[src/rtl/mp_icache_ctrl_sequencer.sv]
// Cache-side icache control sequencer: fans flush/selective-flush requests out to the banks,
// aggregates their acks into 4-phase handshakes, generates bypass acks and keeps hit/trans/miss stats.
module mp_icache_ctrl_sequencer #(
    parameter int NB_CORES = 4
) (
    input  logic                           clk_i,
    input  logic                           rst_ni,
    input  logic                           bypass_req_i,
    output logic [NB_CORES:0]              bypass_ack_o,
    input  logic                           flush_req_i,
    output logic                           flush_ack_o,
    input  logic                           sel_flush_req_i,
    input  logic [31:0]                    sel_flush_addr_i,
    output logic                           sel_flush_ack_o,
    input  logic                           ctrl_clear_regs_i,
    input  logic                           ctrl_enable_regs_i,
    output logic [31:0]                    global_hit_count_o,
    output logic [31:0]                    global_trans_count_o,
    output logic [31:0]                    global_miss_count_o,
    output logic [NB_CORES-1:0][31:0]      bank_hit_count_o,
    output logic [NB_CORES-1:0][31:0]      bank_trans_count_o,
    output logic [NB_CORES-1:0][31:0]      bank_miss_count_o,
    output logic                           bypass_en_o,
    input  logic [NB_CORES:0]              fetch_idle_i,
    output logic [NB_CORES-1:0]            bank_flush_req_o,
    input  logic [NB_CORES-1:0]            bank_flush_ack_i,
    output logic [NB_CORES-1:0]            bank_sel_flush_req_o,
    output logic [31:0]                    bank_sel_flush_addr_o,
    input  logic [NB_CORES-1:0]            bank_sel_flush_ack_i,
    input  logic [NB_CORES-1:0]            bank_trans_i,
    input  logic [NB_CORES-1:0]            bank_hit_i,
    input  logic [NB_CORES-1:0]            bank_miss_i
);

    typedef enum logic [2:0] {IDLE, FLUSH, FLUSH_DONE, SEL, SEL_DONE} state_e;

    state_e                     state_q, state_d;
    logic [NB_CORES-1:0]        mask_q, mask_d;
    logic [NB_CORES-1:0]        flush_req_q, flush_req_d;
    logic [NB_CORES-1:0]        sel_req_q, sel_req_d;
    logic [31:0]                sel_addr_q, sel_addr_d;
    logic                       flush_ack_q, flush_ack_d;
    logic                       sel_ack_q, sel_ack_d;
    logic                       bypass_en_q;
    logic [NB_CORES:0]          bypass_ack_q, bypass_ack_d;
    logic [31:0]                g_hit_q, g_hit_d, g_trans_q, g_trans_d, g_miss_q, g_miss_d;
    logic [NB_CORES-1:0][31:0]  b_hit_q, b_hit_d, b_trans_q, b_trans_d, b_miss_q, b_miss_d;
    logic [NB_CORES-1:0]        mask_all;

    function automatic logic [31:0] sat_add(input logic [31:0] a, input logic [31:0] b);
        logic [32:0] s;
        s = {1'b0, a} + {1'b0, b};
        return s[32] ? 32'hFFFF_FFFF : s[31:0];
    endfunction

    function automatic logic [31:0] popcount(input logic [NB_CORES-1:0] v);
        logic [31:0] c;
        c = '0;
        for (int i = 0; i < NB_CORES; i++) c = c + 32'(v[i]);
        return c;
    endfunction

    always_ff @(posedge clk_i or negedge rst_ni) begin
        if (!rst_ni) begin
            state_q      <= IDLE;
            mask_q       <= '0;
            flush_req_q  <= '0;
            sel_req_q    <= '0;
            sel_addr_q   <= '0;
            flush_ack_q  <= 1'b0;
            sel_ack_q    <= 1'b0;
            bypass_en_q  <= 1'b0;
            bypass_ack_q <= '0;
            g_hit_q      <= '0;
            g_trans_q    <= '0;
            g_miss_q     <= '0;
            b_hit_q      <= '0;
            b_trans_q    <= '0;
            b_miss_q     <= '0;
        end else begin
            state_q      <= state_d;
            mask_q       <= mask_d;
            flush_req_q  <= flush_req_d;
            sel_req_q    <= sel_req_d;
            sel_addr_q   <= sel_addr_d;
            flush_ack_q  <= flush_ack_d;
            sel_ack_q    <= sel_ack_d;
            bypass_en_q  <= bypass_req_i;
            bypass_ack_q <= bypass_ack_d;
            g_hit_q      <= g_hit_d;
            g_trans_q    <= g_trans_d;
            g_miss_q     <= g_miss_d;
            b_hit_q      <= b_hit_d;
            b_trans_q    <= b_trans_d;
            b_miss_q     <= b_miss_d;
        end
    end

    // Acks are only meaningful while the matching operation is in flight.
    always_comb begin
        mask_all = '0;
        if (state_q == FLUSH)    mask_all = mask_q | bank_flush_ack_i;
        else if (state_q == SEL) mask_all = mask_q | bank_sel_flush_ack_i;
    end

    always_comb begin
        state_d = state_q;
        case (state_q)
            IDLE: begin
                if (flush_req_i)          state_d = FLUSH;
                else if (sel_flush_req_i) state_d = SEL;
            end
            FLUSH:      if (&mask_all)        state_d = FLUSH_DONE;
            FLUSH_DONE: if (!flush_req_i)     state_d = IDLE;
            SEL:        if (&mask_all)        state_d = SEL_DONE;
            SEL_DONE:   if (!sel_flush_req_i) state_d = IDLE;
            default:                          state_d = IDLE;
        endcase
    end

    always_comb begin
        mask_d      = '0;
        flush_req_d = '0;
        sel_req_d   = '0;
        sel_addr_d  = sel_addr_q;
        flush_ack_d = (state_d == FLUSH_DONE);
        sel_ack_d   = (state_d == SEL_DONE);
        case (state_q)
            IDLE: begin
                if (flush_req_i) begin
                    flush_req_d = '1;
                end else if (sel_flush_req_i) begin
                    sel_req_d  = '1;
                    sel_addr_d = sel_flush_addr_i;
                end
            end
            FLUSH: begin
                flush_req_d = flush_req_q & ~bank_flush_ack_i;
                mask_d      = (&mask_all) ? '0 : mask_all;
            end
            SEL: begin
                sel_req_d = sel_req_q & ~bank_sel_flush_ack_i;
                mask_d    = (&mask_all) ? '0 : mask_all;
            end
            default: ;
        endcase
    end

    always_comb begin
        for (int i = 0; i <= NB_CORES; i++)
            bypass_ack_d[i] = bypass_req_i & bypass_en_q & (bypass_ack_q[i] | fetch_idle_i[i]);
    end

    // Clear has priority over counting; every counter saturates instead of wrapping.
    always_comb begin
        g_hit_d   = g_hit_q;
        g_trans_d = g_trans_q;
        g_miss_d  = g_miss_q;
        b_hit_d   = b_hit_q;
        b_trans_d = b_trans_q;
        b_miss_d  = b_miss_q;
        if (ctrl_clear_regs_i) begin
            g_hit_d   = '0;
            g_trans_d = '0;
            g_miss_d  = '0;
            b_hit_d   = '0;
            b_trans_d = '0;
            b_miss_d  = '0;
        end else if (ctrl_enable_regs_i) begin
            g_hit_d   = sat_add(g_hit_q,   popcount(bank_hit_i));
            g_trans_d = sat_add(g_trans_q, popcount(bank_trans_i));
            g_miss_d  = sat_add(g_miss_q,  popcount(bank_miss_i));
            for (int b = 0; b < NB_CORES; b++) begin
                b_hit_d[b]   = sat_add(b_hit_q[b],   32'(bank_hit_i[b]));
                b_trans_d[b] = sat_add(b_trans_q[b], 32'(bank_trans_i[b]));
                b_miss_d[b]  = sat_add(b_miss_q[b],  32'(bank_miss_i[b]));
            end
        end
    end

    assign bypass_en_o           = bypass_en_q;
    assign bypass_ack_o          = bypass_ack_q;
    assign flush_ack_o           = flush_ack_q;
    assign sel_flush_ack_o       = sel_ack_q;
    assign bank_flush_req_o      = flush_req_q;
    assign bank_sel_flush_req_o  = sel_req_q;
    assign bank_sel_flush_addr_o = sel_addr_q;
    assign global_hit_count_o    = g_hit_q;
    assign global_trans_count_o  = g_trans_q;
    assign global_miss_count_o   = g_miss_q;
    assign bank_hit_count_o      = b_hit_q;
    assign bank_trans_count_o    = b_trans_q;
    assign bank_miss_count_o     = b_miss_q;

endmodule

[config.mk]
export PLATFORM = sky130hd
export DESIGN_NAME = mp_icache_ctrl_sequencer
export DESIGN_NICKNAME = d
export VERILOG_FILES = /design/src/rtl/mp_icache_ctrl_sequencer.sv
export SDC_FILE = /design/constraint.sdc
export NUM_CORES = 1
export LEC_CHECK = 0
export ABC_AREA = 0
export CAP_MARGIN = 20
export CORE_ASPECT_RATIO = 0.7
export CORE_MARGIN = 4
export CORE_UTILIZATION = 57
export CTS_CLUSTER_DIAMETER = 200
export CTS_CLUSTER_SIZE = 12
export DETAILED_ROUTE_END_ITERATION = 8
export PLACE_DENSITY = 0.9
export SETUP_SLACK_MARGIN = 0.3
export SLEW_MARGIN = 40
export SYNTH_ARGS = -nofsm -noshare
export SYNTH_HDL_FRONTEND = slang
export SYNTH_SLANG_ARGS = --single-unit
[constraint.sdc]
create_clock -name clk_i -period 8.8 [get_ports clk_i]
set_input_delay 1.76 -clock clk_i [delete_from_list [all_inputs] [get_ports clk_i]]
set_output_delay 1.76 -clock clk_i [all_outputs]
set_load 0.03 [all_outputs]
==> results by group <==
Drt
  • Vias: around 30000
  • Routed WL: around 100 mm
  • Avg WL per Cell: around 23 um
  • DR iter-0 viols: ~4000
  • DRC: 0
  • Total iterations of the first detailed-routing run: 7
  • DR vias/cell: 6.866
  • Post-route ant nets: 0

Place
  • Gp weighted congestion: between 0.9 and 1
  • Placed Area: roughly 36000 um2
  • Pre-CTS WS: 3170 ps
  • HPWL Detailed: about 70 mm
  • Placed Cells: 4335
  • Buffers on Ports: ~590

Status
  • Outcome: finished, final reports clean

CTS
  • Clock buffer depth: 3
  • Worst-Skew Late Latency: a little under 600 ps
  • CTS Sinks: 535
  • # H-tree levels: 2
  • Number of setup buffers added after CTS: 0
  • PostCTS Resize Cnt: 0
  • CTS tree: built
  • CTS Hold Bufs: 0
  • Root buffer cell: clkbuf_16
  • Clock Pin Slew Worst Setup and Hold Paths: about 60 ps
  • Number of CTS-inserted buffers: 50

Floorplan
  • Initial core utilization: 0.5804
  • Chip Width: roughly 280 um
  • Core area: 51110 um2
  • Die area: 55820 um2
  • DIE HEIGHT: around 200 um
  • Io pins: about 600
  • Number of placement rows: 69

Pwr
  • Max IR drop VDD: 0.1468 mV
  • Power per cell area: around 150 nW/um2
  • Lkg Pwr: between 10 and 15 nW

Yosys
  • Post-Syn Instances: between 3000 and 4000
  • Synth top area cells: dfrtp_1 45%, nor2_1 4.8%, a211oi_1 4.3%
  • Most common cell in the netlist: dfrtp_1
  • Synth Area per Inst: ~9 um2
  • Flip-flop and latch count after synthesis: roughly 540
  • Cell area after synthesis: 29670 um2
  • Top FF cell, synth: dfrtp_1
  • Ys Warns: 0
  • Top cells by count, synth: 535 x dfrtp_1, 379 x nor2_1, 184 x nand2_1
  • EDFF count, synth: 0
  • Synth async-reset ratio: 1.000
  • Syn Nets: 3343
  • Yosys top cell by area: dfrtp_1
  • Post-synth top area share: 0.4513
  • Register area share after synthesis: 0.4513
  • Synth unique cells: a little under 80

Cells and area
  • Multi-input gate area: ~15000 um2
  • Share of layout cells above drive strength 1: 0.05032
  • Register area: 13390 um2
  • Nets: about 3800
  • Final Non-Filler Cells: 4391
  • Cell area after layout: between 30000 and 40000 um2
  • Fillers: roughly 3700
  • Area growth, synth to finish: 26.03%

Global routing
  • Pin count of the biggest net entering global routing: ~160
  • Grt ovf: 0
  • Vias in the first global route: between 20000 and 30000
  • First-pass GRT wire length: 155.6 mm
  • All-Layer GR Usage: 0.3426
  • Antenna violations before repair: 2

Setup path
  • Critical path arrival: 5590 ps
  • RR Endpoint: global_miss_count_o[21]
  • Worst-path fanout max: 14
  • Crit start category: primary input
  • CP top delay family: simple AND/OR/NAND/NOR gates
  • CP dominant cell by count: fa_1
  • Required time of the worst setup path: roughly 9300 ps
  • Crit path capture type: flop
  • Worst r2r path cells: 10
  • Worst setup path startpoint: bank_miss_i[0]
  • Slowest cell on the critical path: nand4_1
  • Slowest Stage Delay on Critical Path: a little under 700 ps
  • Crit path cell chain: clkdlybuf4s50_1 > fa_1 > inv_1 > fa_1 > inv_1 > fa_1 > nand3_1 > nor3_1 > nand4_1 > nor3b_1 > a211oi_1
  • Crit path to: global_miss_count_o[21]
  • Stages on worst setup path: 11
  • Reg-to-Reg Start: global_miss_count_o[0]
  • Reg2Reg Setup Slack: 4890 ps
  • Setup CP Type: primary input to flop
  • CP bufs+invs: 3

Timing
  • Clock skew: between 10 and 15 ps
  • Final Hold Viols: 0
  • Tmin final: between 5000 and 6000 ps
  • Slew headroom: 0.4309
  • RSZ-0062 raised after global routing: no
  • FMAX: between 150 and 200 MHz
  • TNS Setup: 0 ps
  • Setup violations, final: 0
  • Min setup slack post-route: around 3700 ps
  • Measured slew at the worst slew-check pin: ~850 ps
  • Slew Limit Fails: 0
  • Period utilization: 0.5807
  • Hold slack: ~500 ps

Worst hold path
  • Hold Crit Class: flop to flop

Run
  • Max-capacitance violation count: 0
-- state kept, by name (all words and copies together), names as in the netlist, 4 cells and up --
name and count:
bank_trans_count_o 128, global_hit_count_o 32, bank_sel_flush_req_o 4, bypass_ack_o 5, mask_q 4, bank_miss_count_o 128, global_trans_count_o 32, bank_flush_req_o 4
bank_hit_count_o 128, bank_sel_flush_addr_o 32, global_miss_count_o 32
-- report_power, final --
part,switching [mW],internal (mW),total [mW]
registers,0.0863,2.58,2.66
logic,0.533,0.344,0.877
clock network,0.920,1.02,1.94
-- cells in the final DEF (no fill, tap or decap), types with 102 or more instances in the layout --
cell type and count:
a21oi_1 138, nand4_1 119, o21ai_0 118, nand2_1 184, and3_1 149, clkdlybuf4s50_1 588
a31oi_1 126, dfrtp_1 535, nand3_1 172, nor3_1 166, and4_1 102, nor2_1 379
a211oi_1 170
-- stage by stage --
step | power, mW | util
global placement | 3.544 | 0.7016
floorplan | 3.170 | -
detailed placement | 3.578 | 0.7038
global route | 5.664 | 0.7315
finish | 5.476 | 0.7315
CTS | 5.496 | 0.7291
-- worst min-delay path by stage --
stage | startpoint | endpoint | slack (ps) | cells past startpoint
after detailed placement | bypass_ack_o[4] | bypass_ack_o[4] | 480 | 2
after CTS | bypass_ack_o[4] | bypass_ack_o[4] | 500 | 2
after global placement | bypass_ack_o[4] | bypass_ack_o[4] | 470 | 2
after global routing | bank_sel_flush_addr_o[10] | bank_sel_flush_addr_o[10] | 520 | 1
after floorplan | state_q[2] | flush_ack_o | 490 | 1
final | bypass_ack_o[4] | bypass_ack_o[4] | 500 | 2
-- tightest hold or removal path, stage by stage (launching register included) --
cell and delay, ps:
dfrtp_1 340, nor2_1 50, nor2_1 70
-- cell families (layout without fill, tap and decap cells) --
family | after synthesis | count (layout) | share of synthesized area
AND/OR/NAND/NOR | 1510 | 1510 | 0.2722
AO/OA/AOI/OAI | 817 | 817 | 0.1936
flip-flops | 535 | 535 | 0.4513
buffers and inverters | 253 | 726 | 0.03302
multiplexers | 87 | 87 | 0.03087
adder cells (fa/ha/maj) | 36 | 36 | 0.01746
XOR/XNOR | 5 | 5 | 0.001476
other | 0 | 1 | 0
-- metal layers --
metal	GRT usage	share of wire	vias up
li1	-	-	13487
met1	0.4905	0.41	14520
met2	0.5037	0.44	1865
met3	0.09410	0.12	276
met4	0.1228	0.040	2
met5	0	0.00010	-
-- final cells by class --
type | count | share of cell area
Antenna cell | 1 | 0.00006693
Clock inverter | 2 | 0.0004351
Inverter | 58 | 0.005890
Timing Repair Buffer | 615 | 0.1661
Multi-Input combinational cell | 2455 | 0.4127
Clock buffer | 51 | 0.03414
Tap cell | 674 | 0.02256
Sequential cell | 535 | 0.3581
No activity file was read; power rests on OpenSTA's default activity.
